<file path="src/rtl/m68k_bus_pkg.sv">
// Shared types for the 68000 bus-cycle engine: one-hot FSM states, response codes and OE bundle.
package m68k_bus_pkg;

  typedef enum logic [12:0] {
    StIdle    = 13'h0001,
    StS0      = 13'h0002,
    StS1      = 13'h0004,
    StS2      = 13'h0008,
    StS3      = 13'h0010,
    StS4      = 13'h0020,
    StS5      = 13'h0040,
    StS6      = 13'h0080,
    StS7      = 13'h0100,
    StVmaWait = 13'h0200,
    StVmaEHi  = 13'h0400,
    StVmaELo  = 13'h0800,
    StVmaEnd  = 13'h1000
  } state_e;

  typedef enum logic [1:0] {
    StatusOk      = 2'b00,
    StatusBerr    = 2'b01,
    StatusTimeout = 2'b10,
    StatusIllegal = 2'b11
  } status_e;

  // A set bit drives the pad: strobes pulled low, rw driven low (write).
  typedef struct packed {
    logic a;
    logic d;
    logic fc;
    logic addr_strb;
    logic uds;
    logic lds;
    logic rw;
    logic vma;
  } oe_t;

  localparam oe_t OeNone = '0;

  function automatic oe_t drop_strobes(input oe_t oe);
    oe_t r;
    r           = oe;
    r.addr_strb = 1'b0;
    r.uds       = 1'b0;
    r.lds       = 1'b0;
    r.vma       = 1'b0;
    return r;
  endfunction

  // Beat 0 occupies the most significant used word.
  function automatic int unsigned word_slot(input int unsigned beats, input int unsigned beat);
    return beats - beat - 1;
  endfunction

endpackage

</file>
<file path="src/rtl/m68k_bus_master_if.sv">
// Request/response and Amiga pad signals of the bus master, with DUT and environment views.
interface m68k_bus_master_if #(
  parameter int unsigned ADDR_W    = 24,
  parameter int unsigned MAX_BEATS = 2
);
  localparam int unsigned BEAT_W = $clog2(MAX_BEATS + 1);
  localparam int unsigned DATA_W = 16 * MAX_BEATS;

  logic              req_valid;
  logic              req_ready;
  logic              req_read;
  logic [2:0]        req_fc;
  logic [ADDR_W-1:0] req_addr;
  logic [BEAT_W-1:0] req_beats;
  logic              req_uds;
  logic              req_lds;
  logic [DATA_W-1:0] req_wdata;
  logic              rsp_valid;
  logic [1:0]        rsp_status;
  logic [DATA_W-1:0] rsp_rdata;
  logic              busy;

  logic              dtack_n;
  logic              berr_n;
  logic              vpa_n;
  logic [15:0]       din;
  logic [ADDR_W-2:0] a_out;
  logic [15:0]       d_out;
  logic [2:0]        fc_out;
  logic              a_oe, d_oe, fc_oe, as_oe, uds_oe, lds_oe, rw_oe, vma_oe;

  modport master (
    input  req_valid, req_read, req_fc, req_addr, req_beats, req_uds, req_lds, req_wdata,
    output req_ready, rsp_valid, rsp_status, rsp_rdata, busy,
    input  dtack_n, berr_n, vpa_n, din,
    output a_out, d_out, fc_out, a_oe, d_oe, fc_oe, as_oe, uds_oe, lds_oe, rw_oe, vma_oe
  );

  modport slave (
    output req_valid, req_read, req_fc, req_addr, req_beats, req_uds, req_lds, req_wdata,
    input  req_ready, rsp_valid, rsp_status, rsp_rdata, busy,
    output dtack_n, berr_n, vpa_n, din,
    input  a_out, d_out, fc_out, a_oe, d_oe, fc_oe, as_oe, uds_oe, lds_oe, rw_oe, vma_oe
  );
endinterface

</file>
<file path="src/rtl/mc_clk_edge_detect.sv">
// Oversamples a slow asynchronous clock on falling sys_clk and emits one-cycle edge pulses.
module mc_clk_edge_detect #(
  parameter int unsigned EDGE_TAP  = 6,
  parameter int unsigned LATCH_TAP = 3
) (
  input  logic clk_i,
  input  logic rst_ni,
  input  logic sig_i,
  output logic rise_o,
  output logic fall_o,
  output logic latch_o
);

  logic [EDGE_TAP:0] sr_q;

  always_ff @(negedge clk_i or negedge rst_ni) begin
    if (!rst_ni) begin
      sr_q <= '0;
    end else begin
      sr_q <= {sr_q[EDGE_TAP-1:0], sig_i};
    end
  end

  assign rise_o  =  sr_q[EDGE_TAP-1] & ~sr_q[EDGE_TAP];
  assign fall_o  = ~sr_q[EDGE_TAP-1] &  sr_q[EDGE_TAP];
  // Earlier tap sees the same falling edge first, so the latch pulse leads fall_o.
  assign latch_o = ~sr_q[LATCH_TAP] & sr_q[LATCH_TAP+1];

endmodule

</file>
<file path="src/rtl/m68k_bus_master.sv">
// 68000 bus-cycle engine: runs 1..MAX_BEATS word beats per request, ends on DTACK/BERR/VPA/timeout.
module m68k_bus_master
  import m68k_bus_pkg::*;
#(
  parameter int unsigned ADDR_W      = 24,
  parameter int unsigned MAX_BEATS   = 2,
  parameter int unsigned EDGE_TAP    = 6,
  parameter int unsigned LATCH_TAP   = 3,
  parameter int unsigned TIMEOUT_CYC = 256
) (
  input  logic               sys_clk_i,
  input  logic               sys_nreset_i,
  input  logic               clk_7m_i,
  input  logic               eclk_i,
  m68k_bus_master_if.master  bus_io
);

  localparam int unsigned BeatW = $clog2(MAX_BEATS + 1);
  localparam int unsigned DataW = 16 * MAX_BEATS;
  localparam int unsigned TmoW  = $clog2(TIMEOUT_CYC + 1);

  logic mc_rise, mc_fall, mc_latch, e_rise, e_fall, e_latch_unused;
  logic req_a0_unused;

  mc_clk_edge_detect #(.EDGE_TAP(EDGE_TAP), .LATCH_TAP(LATCH_TAP)) u_mc_edge (
    .clk_i   (sys_clk_i),
    .rst_ni  (sys_nreset_i),
    .sig_i   (clk_7m_i),
    .rise_o  (mc_rise),
    .fall_o  (mc_fall),
    .latch_o (mc_latch)
  );

  mc_clk_edge_detect #(.EDGE_TAP(EDGE_TAP), .LATCH_TAP(LATCH_TAP)) u_e_edge (
    .clk_i   (sys_clk_i),
    .rst_ni  (sys_nreset_i),
    .sig_i   (eclk_i),
    .rise_o  (e_rise),
    .fall_o  (e_fall),
    .latch_o (e_latch_unused)
  );

  // Bus inputs are asynchronous to sys_clk.
  logic [1:0]  dtack_sync_q, berr_sync_q, vpa_sync_q;
  logic [15:0] din_s1_q, din_s2_q;

  always_ff @(posedge sys_clk_i or negedge sys_nreset_i) begin
    if (!sys_nreset_i) begin
      dtack_sync_q <= 2'b11;
      berr_sync_q  <= 2'b11;
      vpa_sync_q   <= 2'b11;
      din_s1_q     <= '0;
      din_s2_q     <= '0;
    end else begin
      dtack_sync_q <= {dtack_sync_q[0], bus_io.dtack_n};
      berr_sync_q  <= {berr_sync_q[0], bus_io.berr_n};
      vpa_sync_q   <= {vpa_sync_q[0], bus_io.vpa_n};
      din_s1_q     <= bus_io.din;
      din_s2_q     <= din_s1_q;
    end
  end

  state_e            state_q, state_d;
  logic [BeatW-1:0]  beats_q, beats_d, beat_q, beat_d;
  logic              read_q, read_d, uds_q, uds_d, lds_q, lds_d;
  logic [2:0]        fc_q, fc_d;
  logic [ADDR_W-2:0] addr_q, addr_d;
  logic [DataW-1:0]  wdata_q, wdata_d, rdata_q, rdata_d;
  status_e           status_q, status_d;
  logic              rsp_valid_q, rsp_valid_d;
  logic [TmoW-1:0]   tmo_q, tmo_d;
  oe_t               oe_q, oe_d;
  logic [15:0]       d_out_q, d_out_d;
  logic              illegal;
  int unsigned       slot;

  assign req_a0_unused = bus_io.req_addr[0];
  assign slot          = word_slot(32'(beats_q), 32'(beat_q));
  assign illegal = (bus_io.req_beats == '0) || (bus_io.req_beats > BeatW'(MAX_BEATS)) ||
                   ((bus_io.req_beats == BeatW'(1)) && !bus_io.req_uds && !bus_io.req_lds);

  always_comb begin
    state_d     = state_q;
    beats_d     = beats_q;
    beat_d      = beat_q;
    read_d      = read_q;
    uds_d       = uds_q;
    lds_d       = lds_q;
    fc_d        = fc_q;
    addr_d      = addr_q;
    wdata_d     = wdata_q;
    rdata_d     = rdata_q;
    status_d    = status_q;
    rsp_valid_d = 1'b0;
    tmo_d       = tmo_q;
    oe_d        = oe_q;
    d_out_d     = d_out_q;

    unique case (state_q)
      StIdle: begin
        if (bus_io.req_valid) begin
          beats_d = bus_io.req_beats;
          beat_d  = '0;
          read_d  = bus_io.req_read;
          fc_d    = bus_io.req_fc;
          addr_d  = bus_io.req_addr[ADDR_W-1:1];
          wdata_d = bus_io.req_wdata;
          rdata_d = '0;
          uds_d   = (bus_io.req_beats == BeatW'(1)) ? bus_io.req_uds : 1'b1;
          lds_d   = (bus_io.req_beats == BeatW'(1)) ? bus_io.req_lds : 1'b1;
          if (illegal) begin
            status_d    = StatusIllegal;
            rsp_valid_d = 1'b1;
          end else begin
            status_d = StatusOk;
            state_d  = StS0;
          end
        end
      end
      StS0: begin
        if (!read_q) d_out_d = wdata_q[16*slot +: 16];
        oe_d.a  = 1'b1;
        oe_d.fc = 1'b1;
        state_d = StS1;
      end
      StS1: begin
        tmo_d = '0;
        if (mc_rise) begin
          oe_d.addr_strb = 1'b1;
          oe_d.rw        = !read_q;
          if (read_q) begin
            oe_d.uds = uds_q;
            oe_d.lds = lds_q;
          end
          state_d = StS2;
        end
      end
      StS2: begin
        if (mc_fall) begin
          oe_d.d  = !read_q;
          state_d = StS3;
        end
      end
      StS3: begin
        if (mc_rise) begin
          if (!read_q) begin
            oe_d.uds = uds_q;
            oe_d.lds = lds_q;
          end
          state_d = StS4;
        end
      end
      StS4: begin
        if (mc_fall) begin
          if (!berr_sync_q[1]) begin
            status_d = StatusBerr;
            oe_d     = drop_strobes(oe_q);
            state_d  = StS7;
          end else if (!dtack_sync_q[1]) begin
            state_d = StS5;
          end else if (!vpa_sync_q[1]) begin
            state_d = StVmaWait;
          end else if (tmo_q == TmoW'(TIMEOUT_CYC - 1)) begin
            status_d = StatusTimeout;
            oe_d     = drop_strobes(oe_q);
            state_d  = StS7;
          end else begin
            tmo_d = tmo_q + TmoW'(1);
          end
        end
      end
      StS5: begin
        if (mc_rise) state_d = StS6;
      end
      StS6: begin
        if (mc_latch && read_q) rdata_d[16*slot +: 16] = din_s2_q;
        if (mc_fall) begin
          oe_d    = drop_strobes(oe_q);
          state_d = StS7;
        end
      end
      StS7: begin
        if (mc_rise) begin
          oe_d = OeNone;
          if (status_q == StatusOk && (32'(beat_q) + 1 < 32'(beats_q))) begin
            beat_d  = beat_q + BeatW'(1);
            state_d = StS0;
          end else begin
            rsp_valid_d = 1'b1;
            state_d     = StIdle;
          end
        end
      end
      StVmaWait: begin
        if (mc_rise) begin
          oe_d.vma = 1'b1;
          state_d  = StVmaEHi;
        end
      end
      StVmaEHi, StVmaELo: begin
        if (!berr_sync_q[1]) begin
          status_d = StatusBerr;
          oe_d     = drop_strobes(oe_q);
          state_d  = StS7;
        end else if (state_q == StVmaEHi && e_rise) begin
          state_d = StVmaELo;
        end else if (state_q == StVmaELo && e_fall) begin
          if (read_q) rdata_d[16*slot +: 16] = din_s2_q;
          state_d = StVmaEnd;
        end
      end
      StVmaEnd: begin
        if (mc_fall) begin
          oe_d    = drop_strobes(oe_q);
          state_d = StS7;
        end
      end
      default: state_d = StIdle;
    endcase
  end

  always_ff @(posedge sys_clk_i or negedge sys_nreset_i) begin
    if (!sys_nreset_i) begin
      state_q     <= StIdle;
      beats_q     <= '0;
      beat_q      <= '0;
      read_q      <= 1'b0;
      uds_q       <= 1'b0;
      lds_q       <= 1'b0;
      fc_q        <= '0;
      addr_q      <= '0;
      wdata_q     <= '0;
      rdata_q     <= '0;
      status_q    <= StatusOk;
      rsp_valid_q <= 1'b0;
      tmo_q       <= '0;
      oe_q        <= OeNone;
      d_out_q     <= '0;
    end else begin
      state_q     <= state_d;
      beats_q     <= beats_d;
      beat_q      <= beat_d;
      read_q      <= read_d;
      uds_q       <= uds_d;
      lds_q       <= lds_d;
      fc_q        <= fc_d;
      addr_q      <= addr_d;
      wdata_q     <= wdata_d;
      rdata_q     <= rdata_d;
      status_q    <= status_d;
      rsp_valid_q <= rsp_valid_d;
      tmo_q       <= tmo_d;
      oe_q        <= oe_d;
      d_out_q     <= d_out_d;
    end
  end

  assign bus_io.req_ready  = (state_q == StIdle);
  assign bus_io.busy       = (state_q != StIdle);
  assign bus_io.rsp_valid  = rsp_valid_q;
  assign bus_io.rsp_status = status_q;
  assign bus_io.rsp_rdata  = rdata_q;
  // Word address wraps naturally at the top of the space.
  assign bus_io.a_out      = addr_q + (ADDR_W-1)'(beat_q);
  assign bus_io.d_out      = d_out_q;
  assign bus_io.fc_out     = fc_q;
  assign bus_io.a_oe       = oe_q.a;
  assign bus_io.d_oe       = oe_q.d;
  assign bus_io.fc_oe      = oe_q.fc;
  assign bus_io.as_oe      = oe_q.addr_strb;
  assign bus_io.uds_oe     = oe_q.uds;
  assign bus_io.lds_oe     = oe_q.lds;
  assign bus_io.rw_oe      = oe_q.rw;
  assign bus_io.vma_oe     = oe_q.vma;

endmodule

</file>
<file path="src/flat_wrapper.sv">
// flat-port wrapper written by rule: the top's interface ports become plain ports
module m68k_bus_master_flat import m68k_bus_pkg::*;
#(
  parameter int unsigned ADDR_W      = 24,
  parameter int unsigned MAX_BEATS   = 2,
  parameter int unsigned EDGE_TAP    = 6,
  parameter int unsigned LATCH_TAP   = 3,
  parameter int unsigned TIMEOUT_CYC = 256
)
  (sys_clk_i, sys_nreset_i, clk_7m_i, eclk_i, bus_io_req_valid, bus_io_req_read, bus_io_req_fc, bus_io_req_addr, bus_io_req_beats, bus_io_req_uds, bus_io_req_lds, bus_io_req_wdata, bus_io_req_ready, bus_io_rsp_valid, bus_io_rsp_status, bus_io_rsp_rdata, bus_io_busy, bus_io_dtack_n, bus_io_berr_n, bus_io_vpa_n, bus_io_din, bus_io_a_out, bus_io_d_out, bus_io_fc_out, bus_io_a_oe, bus_io_d_oe, bus_io_fc_oe, bus_io_as_oe, bus_io_uds_oe, bus_io_lds_oe, bus_io_rw_oe, bus_io_vma_oe);
  m68k_bus_master_if #(.ADDR_W(ADDR_W), .MAX_BEATS(MAX_BEATS)) bus_io_i ();
  input  logic sys_clk_i;
  input  logic sys_nreset_i;
  input  logic clk_7m_i;
  input  logic eclk_i;
  input wire logic [$bits(bus_io_i.req_valid)-1:0] bus_io_req_valid;
  input wire logic [$bits(bus_io_i.req_read)-1:0] bus_io_req_read;
  input wire logic [$bits(bus_io_i.req_fc)-1:0] bus_io_req_fc;
  input wire logic [$bits(bus_io_i.req_addr)-1:0] bus_io_req_addr;
  input wire logic [$bits(bus_io_i.req_beats)-1:0] bus_io_req_beats;
  input wire logic [$bits(bus_io_i.req_uds)-1:0] bus_io_req_uds;
  input wire logic [$bits(bus_io_i.req_lds)-1:0] bus_io_req_lds;
  input wire logic [$bits(bus_io_i.req_wdata)-1:0] bus_io_req_wdata;
  output wire logic [$bits(bus_io_i.req_ready)-1:0] bus_io_req_ready;
  output wire logic [$bits(bus_io_i.rsp_valid)-1:0] bus_io_rsp_valid;
  output wire logic [$bits(bus_io_i.rsp_status)-1:0] bus_io_rsp_status;
  output wire logic [$bits(bus_io_i.rsp_rdata)-1:0] bus_io_rsp_rdata;
  output wire logic [$bits(bus_io_i.busy)-1:0] bus_io_busy;
  input wire logic [$bits(bus_io_i.dtack_n)-1:0] bus_io_dtack_n;
  input wire logic [$bits(bus_io_i.berr_n)-1:0] bus_io_berr_n;
  input wire logic [$bits(bus_io_i.vpa_n)-1:0] bus_io_vpa_n;
  input wire logic [$bits(bus_io_i.din)-1:0] bus_io_din;
  output wire logic [$bits(bus_io_i.a_out)-1:0] bus_io_a_out;
  output wire logic [$bits(bus_io_i.d_out)-1:0] bus_io_d_out;
  output wire logic [$bits(bus_io_i.fc_out)-1:0] bus_io_fc_out;
  output wire logic [$bits(bus_io_i.a_oe)-1:0] bus_io_a_oe;
  output wire logic [$bits(bus_io_i.d_oe)-1:0] bus_io_d_oe;
  output wire logic [$bits(bus_io_i.fc_oe)-1:0] bus_io_fc_oe;
  output wire logic [$bits(bus_io_i.as_oe)-1:0] bus_io_as_oe;
  output wire logic [$bits(bus_io_i.uds_oe)-1:0] bus_io_uds_oe;
  output wire logic [$bits(bus_io_i.lds_oe)-1:0] bus_io_lds_oe;
  output wire logic [$bits(bus_io_i.rw_oe)-1:0] bus_io_rw_oe;
  output wire logic [$bits(bus_io_i.vma_oe)-1:0] bus_io_vma_oe;
  assign bus_io_i.req_valid = bus_io_req_valid;
  assign bus_io_i.req_read = bus_io_req_read;
  assign bus_io_i.req_fc = bus_io_req_fc;
  assign bus_io_i.req_addr = bus_io_req_addr;
  assign bus_io_i.req_beats = bus_io_req_beats;
  assign bus_io_i.req_uds = bus_io_req_uds;
  assign bus_io_i.req_lds = bus_io_req_lds;
  assign bus_io_i.req_wdata = bus_io_req_wdata;
  assign bus_io_req_ready = bus_io_i.req_ready;
  assign bus_io_rsp_valid = bus_io_i.rsp_valid;
  assign bus_io_rsp_status = bus_io_i.rsp_status;
  assign bus_io_rsp_rdata = bus_io_i.rsp_rdata;
  assign bus_io_busy = bus_io_i.busy;
  assign bus_io_i.dtack_n = bus_io_dtack_n;
  assign bus_io_i.berr_n = bus_io_berr_n;
  assign bus_io_i.vpa_n = bus_io_vpa_n;
  assign bus_io_i.din = bus_io_din;
  assign bus_io_a_out = bus_io_i.a_out;
  assign bus_io_d_out = bus_io_i.d_out;
  assign bus_io_fc_out = bus_io_i.fc_out;
  assign bus_io_a_oe = bus_io_i.a_oe;
  assign bus_io_d_oe = bus_io_i.d_oe;
  assign bus_io_fc_oe = bus_io_i.fc_oe;
  assign bus_io_as_oe = bus_io_i.as_oe;
  assign bus_io_uds_oe = bus_io_i.uds_oe;
  assign bus_io_lds_oe = bus_io_i.lds_oe;
  assign bus_io_rw_oe = bus_io_i.rw_oe;
  assign bus_io_vma_oe = bus_io_i.vma_oe;
  m68k_bus_master #(.ADDR_W(ADDR_W), .MAX_BEATS(MAX_BEATS), .EDGE_TAP(EDGE_TAP), .LATCH_TAP(LATCH_TAP), .TIMEOUT_CYC(TIMEOUT_CYC)) u_core (.sys_clk_i(sys_clk_i), .sys_nreset_i(sys_nreset_i), .clk_7m_i(clk_7m_i), .eclk_i(eclk_i), .bus_io(bus_io_i));
endmodule
</file>
<file path="config.mk">
export PLATFORM = sky130hd
export DESIGN_NAME = m68k_bus_master_flat
export DESIGN_NICKNAME = d
export VERILOG_FILES = /design/src/rtl/m68k_bus_pkg.sv /design/src/rtl/m68k_bus_master_if.sv /design/src/rtl/mc_clk_edge_detect.sv /design/src/rtl/m68k_bus_master.sv /design/src/flat_wrapper.sv
export SDC_FILE = /design/constraint.sdc
export NUM_CORES = 1
export LEC_CHECK = 0
export CAP_MARGIN = 30
export CORE_ASPECT_RATIO = 0.75
export CORE_UTILIZATION = 50
export CTS_CLUSTER_SIZE = 28
export DETAILED_ROUTE_END_ITERATION = 8
export PLACE_DENSITY = 0.78
export SYNTH_ARGS = -nofsm -noshare
export SYNTH_HDL_FRONTEND = slang
export SYNTH_SLANG_ARGS = --single-unit
</file>
<file path="constraint.sdc">
create_clock -name sys_clk_i -period 7.25 [get_ports sys_clk_i]
set_clock_uncertainty 0.15 [all_clocks]
set_input_delay 1.0875 -clock sys_clk_i [delete_from_list [all_inputs] [get_ports sys_clk_i]]
set_output_delay 1.0875 -clock sys_clk_i [all_outputs]
set_load 0.01 [all_outputs]
</file>
Word-level counts from Yosys, hierarchy flattened
Cells that the tools add are included.

Register bits after elaboration: 198. Input bits: 88. Output and inout port bits: 87. Logic and storage cells: 211.

Add/subtract/negate cells: 7. Order comparisons: 2. Eq/ne operators: 44. Shifts and indexed selects: 3. Mux-type cells: 74. Bitwise operators: 14. Reduce and logical (&&, ||, !) cells: 38.

Operator list (count): 13-bit 2-to-1 mux (17); 32-bit 2-to-1 mux (6); 13-bit one-hot mux with 11 select lines (1); 32-bit one-hot mux with 3 select lines (1); 9-bit 2-to-1 mux (5); 2-bit by 1-bit != test with 1-bit output, second input constant (17); 32-bit negation with 34-bit output (1); 16-bit by 34-bit variable shift with 32-bit output, first input constant (1); 16-bit by 34-bit variable part select with 32-bit output (1); 32-bit by 33-bit variable part select with 16-bit output (1); 32-bit bitwise mux (1); 32-bit by 2-bit < comparator with 1-bit output (1); 8-bit 2-to-1 mux (4); 2-bit 2-to-1 mux (15); 1-bit one-hot mux with 5 select lines (6); 28-bit by 1-bit subtractor with 28-bit output, second input constant (1); 12-bit AND reduction (2); 23-bit by 2-bit adder with 23-bit output (1); 5-bit 2-to-1 mux (4); 9-bit one-hot mux with 2 select lines (1); 6-bit AND reduction (3); 9-bit AND reduction (2); 7-bit AND reduction (2); 13-bit by 1-bit equality test with 1-bit output, second input constant (1); other kinds (45) (87).

Depth between registers and ports, before layout
Word-level depth: 10. Depth in mapped cells: 12. Gate-level depth less buffers: 11.

Cells and area by module
From an unflattened synthesis, not the netlist that was laid out.

Cell total of the unflattened synthesis: 800. Area, all modules: 8842.2 um2.

Modules (own cells, without submodules): m68k_bus_master (instances 1, cells an instance 780, area an instance 8449.4 um2, sequential area each 4588.2 um2); mc_clk_edge_detect (instances 2, cells an instance 10, area an instance 196.4 um2, sequential area each 175.2 um2).

==> report_table.html <==
<table>
<tr><th>Metric</th><th>Value</th></tr>
<tr><th colspan="2">Final layout</th></tr>
<tr><td>Post-layout nets</td><td>1108</td></tr>
<tr><td>Share of layout cells above drive strength 1</td><td>9.823%</td></tr>
<tr><td>Leading cell type in the layout, fill and taps excluded</td><td>sky130_fd_sc_hd__nand2_1</td></tr>
<tr><td>Antenna cells</td><td>0</td></tr>
<tr><td>Most used cells in the layout excluding fill and tap cells</td><td>232 x sky130_fd_sc_hd__nand2_1, 176 x sky130_fd_sc_hd__dfrtp_1, 172 x sky130_fd_sc_hd__clkdlybuf4s50_1, 50 x sky130_fd_sc_hd__nor2_1</td></tr>
<tr><td>Count of fill cells added during filler insertion</td><td>1372</td></tr>
<tr><td>Layout Area Growth over Synthesis</td><td>28.38%</td></tr>
<tr><td>Design Area, Final</td><td>0.01134 mm²</td></tr>
<tr><th colspan="2">Floorplan</th></tr>
<tr><td>Die area</td><td>0.01821 mm²</td></tr>
<tr><td>Starting density of the core</td><td>51.88%</td></tr>
<tr><td>Die X-Extent</td><td>155.5 µm</td></tr>
<tr><td>Placement row count</td><td>41</td></tr>
<tr><td>Io pins</td><td>175</td></tr>
<tr><td>Area inside the core boundary</td><td>0.01703 mm²</td></tr>
<tr><td>Vert. Die Dim</td><td>117.1 µm</td></tr>
<tr><th colspan="2">Clock tree</th></tr>
<tr><td>CTS-repair resized insts</td><td>0</td></tr>
<tr><td>Clock insertion delay at the later pin of the skew report</td><td>430 ps</td></tr>
<tr><td>Cell chosen for the clock root</td><td>sky130_fd_sc_hd__clkbuf_16</td></tr>
<tr><td>CTS HTree Levels</td><td>4</td></tr>
<tr><td># Post-CTS Setup Buffers</td><td>0</td></tr>
<tr><td>TritonCTS clock tree</td><td>done</td></tr>
<tr><td>Clock slew seen by the registers of the worst setup and hold paths</td><td>70 ps</td></tr>
<tr><td>Hold buffer count at CTS</td><td>0</td></tr>
<tr><td>Worst-case clock buffer depth</td><td>2</td></tr>
<tr><td>Cts bufs inserted</td><td>17</td></tr>
<tr><td>Sink count of the clock tree</td><td>197</td></tr>
<tr><th colspan="2">GRT</th></tr>
<tr><td>Via count of the first global-routing pass</td><td>6470</td></tr>
<tr><td>Remaining global-route overflow</td><td>0</td></tr>
<tr><td>Tot GR Track Use</td><td>24.67%</td></tr>
<tr><td>Global-route wire length before repair</td><td>34140 µm</td></tr>
<tr><td>Initial antenna violation count</td><td>0</td></tr>
<tr><td>Pin count of the biggest net entering global routing</td><td>90</td></tr>
<tr><th colspan="2">Drt</th></tr>
<tr><td>Total routed wirelength</td><td>21660 µm</td></tr>
<tr><td>Number of DRC markers after the initial detailed-route iteration</td><td>512</td></tr>
<tr><td>Number of nets with antenna violations after detailed routing</td><td>0</td></tr>
<tr><td>Via-to-Cell Ratio</td><td>5.333</td></tr>
<tr><td>Post-route DRC violation count</td><td>0</td></tr>
<tr><td>First-pass detailed-route iteration total</td><td>5</td></tr>
<tr><td>Via total after detailed routing</td><td>6688</td></tr>
<tr><td>Average wire per cell in the routed design</td><td>17.27 µm</td></tr>
<tr><th colspan="2">Worst setup path</th></tr>
<tr><td>Critical path arrival</td><td>6310 ps</td></tr>
<tr><td>Launch point of the critical path</td><td>u_core.u_mc_edge.sr_q[5]$_DFF_NN0_</td></tr>
<tr><td>Maximum net fanout on the critical path</td><td>14</td></tr>
<tr><td>Critical Path Sink Type</td><td>flip-flop</td></tr>
<tr><td>Data required time of the critical path</td><td>7420 ps</td></tr>
<tr><td>Reg-to-reg critical path startpoint</td><td>u_core.u_mc_edge.sr_q[5]$_DFF_NN0_</td></tr>
<tr><td>Critical path class</td><td>flip-flop to flip-flop</td></tr>
<tr><td>Worst setup SP type</td><td>flip-flop</td></tr>
<tr><td>Depth of the worst register-to-register path</td><td>6</td></tr>
<tr><th colspan="2">Placement</th></tr>
<tr><td>Final GP Congestion</td><td>0.9472</td></tr>
<tr><td>Dpl hpwl</td><td>15290 µm</td></tr>
<tr><td>Standard cell area after detailed placement</td><td>0.01069 mm²</td></tr>
<tr><td>Number of port buffers</td><td>173</td></tr>
<tr><td>Dpl ws</td><td>1142 ps</td></tr>
<tr><th colspan="2">Logic synthesis</th></tr>
<tr><td>Number of enable-type register cells in the synthesized netlist</td><td>0</td></tr>
<tr><td>Synth unique cells</td><td>75</td></tr>
<tr><td>#FFs+latches synth</td><td>197</td></tr>
<tr><td>Synthesized area per cell</td><td>10.40 µm²</td></tr>
<tr><td>Number of warnings issued by yosys</td><td>0</td></tr>
<tr><td>Seq/Total Area, Yosys</td><td>55.89%</td></tr>
<tr><td>Async SR Flop Fraction</td><td>100.0%</td></tr>
<tr><td>Post-synth net total</td><td>953</td></tr>
<tr><td>Cell area after technology mapping</td><td>0.008836 mm²</td></tr>
<tr><td>Dominant synthesized flop cell</td><td>sky130_fd_sc_hd__dfrtp_1</td></tr>
<tr><td>Instance count of the mapped netlist</td><td>850</td></tr>
<tr><th colspan="2">Timing</th></tr>
<tr><td>Number of failing setup endpoints in the final timing report</td><td>0</td></tr>
<tr><td>Fin. max-slew vios</td><td>0</td></tr>
<tr><td>Max-Slew Margin vs Limit</td><td>40.10%</td></tr>
<tr><td>Transition time at the pin with the least slew margin</td><td>897.6 ps</td></tr>
<tr><td>Final Hold Violating Endpoints</td><td>0</td></tr>
<tr><td>Final sum of negative setup slack</td><td>0 ps</td></tr>
<tr><td>Setup repair after global routing missed its margin</td><td>no</td></tr>
<tr><td>Final critical-path setup slack</td><td>1103 ps</td></tr>
<tr><th colspan="2">Worst hold path</th></tr>
<tr><td>Hold Crit Class</td><td>flip-flop to flip-flop</td></tr>
<tr><td>Hold path cells</td><td>0</td></tr>
<tr><td>Hold path startpoint</td><td>u_core.u_e_edge.sr_q[1]$_DFF_NN0_</td></tr>
<tr><th colspan="2">Power and ir drop</th></tr>
<tr><td>Maximum vdd drop</td><td>0.0002163 V</td></tr>
<tr><td>Overall power of the completed layout</td><td>3.903 mW</td></tr>
<tr><td>PwrDens</td><td>344.1 mW/mm²</td></tr>
<tr><td>Static Leakage</td><td>5.131 nW</td></tr>
<tr><th colspan="2">Flow run</th></tr>
<tr><td>Maximum capacitance violations</td><td>0</td></tr>
<tr><th colspan="2">Outcome</th></tr>
<tr><td>Status</td><td>complete, no violations</td></tr>
</table>
state kept, by name, indices dropped and copies added (netlist names), 2 cells and up:
name	count
u_core.u_e_edge.sr_q	7
u_core.bus_io.rsp_status	2
u_core.bus_io.d_out	16
u_core.din_s1_q	16
u_core.bus_io.fc_out	3
u_core.din_s2_q	16
u_core.dtack_sync_q	2
u_core.tmo_q	9
u_core.u_mc_edge.sr_q	7
u_core.beat_q	2
u_core.wdata_q	32
u_core.state_q	13
u_core.beats_q	2
u_core.addr_q	23
u_core.berr_sync_q	2
u_core.vpa_sync_q	2
u_core.bus_io.rsp_rdata	32
per-layer routing:
metal	GRT usage (%)	vias to the layer above	share of wire, %
met2	36.26	218	44
met5	0	-	0
li1	-	3206	-
met4	5.882	0	0.69
met3	7.143	16	7.2
met1	36.15	3248	48
cell usage after synthesis, drive strengths merged (2+ instances only):
master / n / area share, %
and3: 11 / 0.89
a21oi: 7 / 0.40
o22ai: 4 / 0.44
nand2: 235 / 10
o211ai: 3 / 0.25
nor2b: 3 / 0.21
mux2: 22 / 2.8
nor4: 5 / 0.69
or4: 2 / 0.17
nor2: 53 / 2.4
ha: 13 / 1.8
fa: 2 / 0.45
nand4: 13 / 0.99
nand3: 37 / 2.1
dfrtn: 14 / 4.0
nand4b: 3 / 0.30
nand2b: 7 / 0.50
inv: 18 / 0.76
dfrtp: 176 / 50
o21a: 3 / 0.25
and2: 4 / 0.31
xnor2: 17 / 1.7
o21ai: 41 / 2.3
nor3b: 4 / 0.34
buf: 25 / 1.9
o2111ai: 2 / 0.20
and4: 5 / 0.50
mux2i: 17 / 1.9
dfstp: 7 / 2.1
clkbuf: 19 / 0.82
xor2: 19 / 2.0
nor3: 11 / 1.0
o31ai: 3 / 0.41
a21o: 2 / 0.25
a32o: 18 / 2.0
o32ai: 2 / 0.28
nor4b: 5 / 0.91
a31oi: 4 / 0.28
where the power goes:
group,total (mW),switching (mW),internal (mW)
clock,1.00,0.466,0.537
sequential,1.54,0.199,1.35
combinational,1.36,0.743,0.612
total,3.90,1.41,2.50
area by class of cell:
type / instances / area, µm² / share of cell area [%]
tap: 236 / 295.3 / 2.603
clock buffer: 17 / 425.4 / 3.750
sequential: 197 / 4938 / 43.54
clock inverter: 15 / 224.0 / 1.974
multi-input combinational: 590 / 3592 / 31.67
inverter: 19 / 72.57 / 0.6398
timing repair buffer: 180 / 1795 / 15.83
worst max-delay path, cell delays in order, from the launching register on:
cell and delay (ps):
sky130_fd_sc_hd__dfrtn_1 500, sky130_fd_sc_hd__nor2b_1 390, sky130_fd_sc_hd__or4_1 180, sky130_fd_sc_hd__o31ai_1 60, sky130_fd_sc_hd__a22oi_1 250, sky130_fd_sc_hd__nand4_2 460
sky130_fd_sc_hd__mux2_4 450
stage by stage:
step | hold WS [ps] | util, % | cells
after global routing | 154.8 | 66.60 | 1254
after floorplan | 141.7 | - | 850
after detailed placement | 146.0 | 62.79 | 1222
after CTS | 146.2 | 66.60 | 1254
final | 145.0 | 66.60 | 1254
after global placement | 142.2 | 62.70 | 1221
logic make-up after synthesis:
group	share of synthesized area, %
simple gates	21.65
flops	55.89
compound gates	8.227
buf+inv	3.511
mux	4.772
xor+xnor	3.653
fa+ha+maj	2.294
final timing paths:
kind                                                            to  slack [ps]
worst max-delay path                 u_core.state_q[7]$_DFFE_PN0P_        1100
worst min-delay path             u_core.u_e_edge.sr_q[2]$_DFF_NN0_         140
worst max register to register       u_core.state_q[7]$_DFFE_PN0P_        1100
worst min register to register   u_core.u_e_edge.sr_q[2]$_DFF_NN0_         140
max in group asynchronous        u_core.u_e_edge.sr_q[6]$_DFF_NN0_        2350
min in group asynchronous       u_core.bus_io.d_out[2]$_DFFE_PN0P_         560
Power figures use the tool's default switching activity.
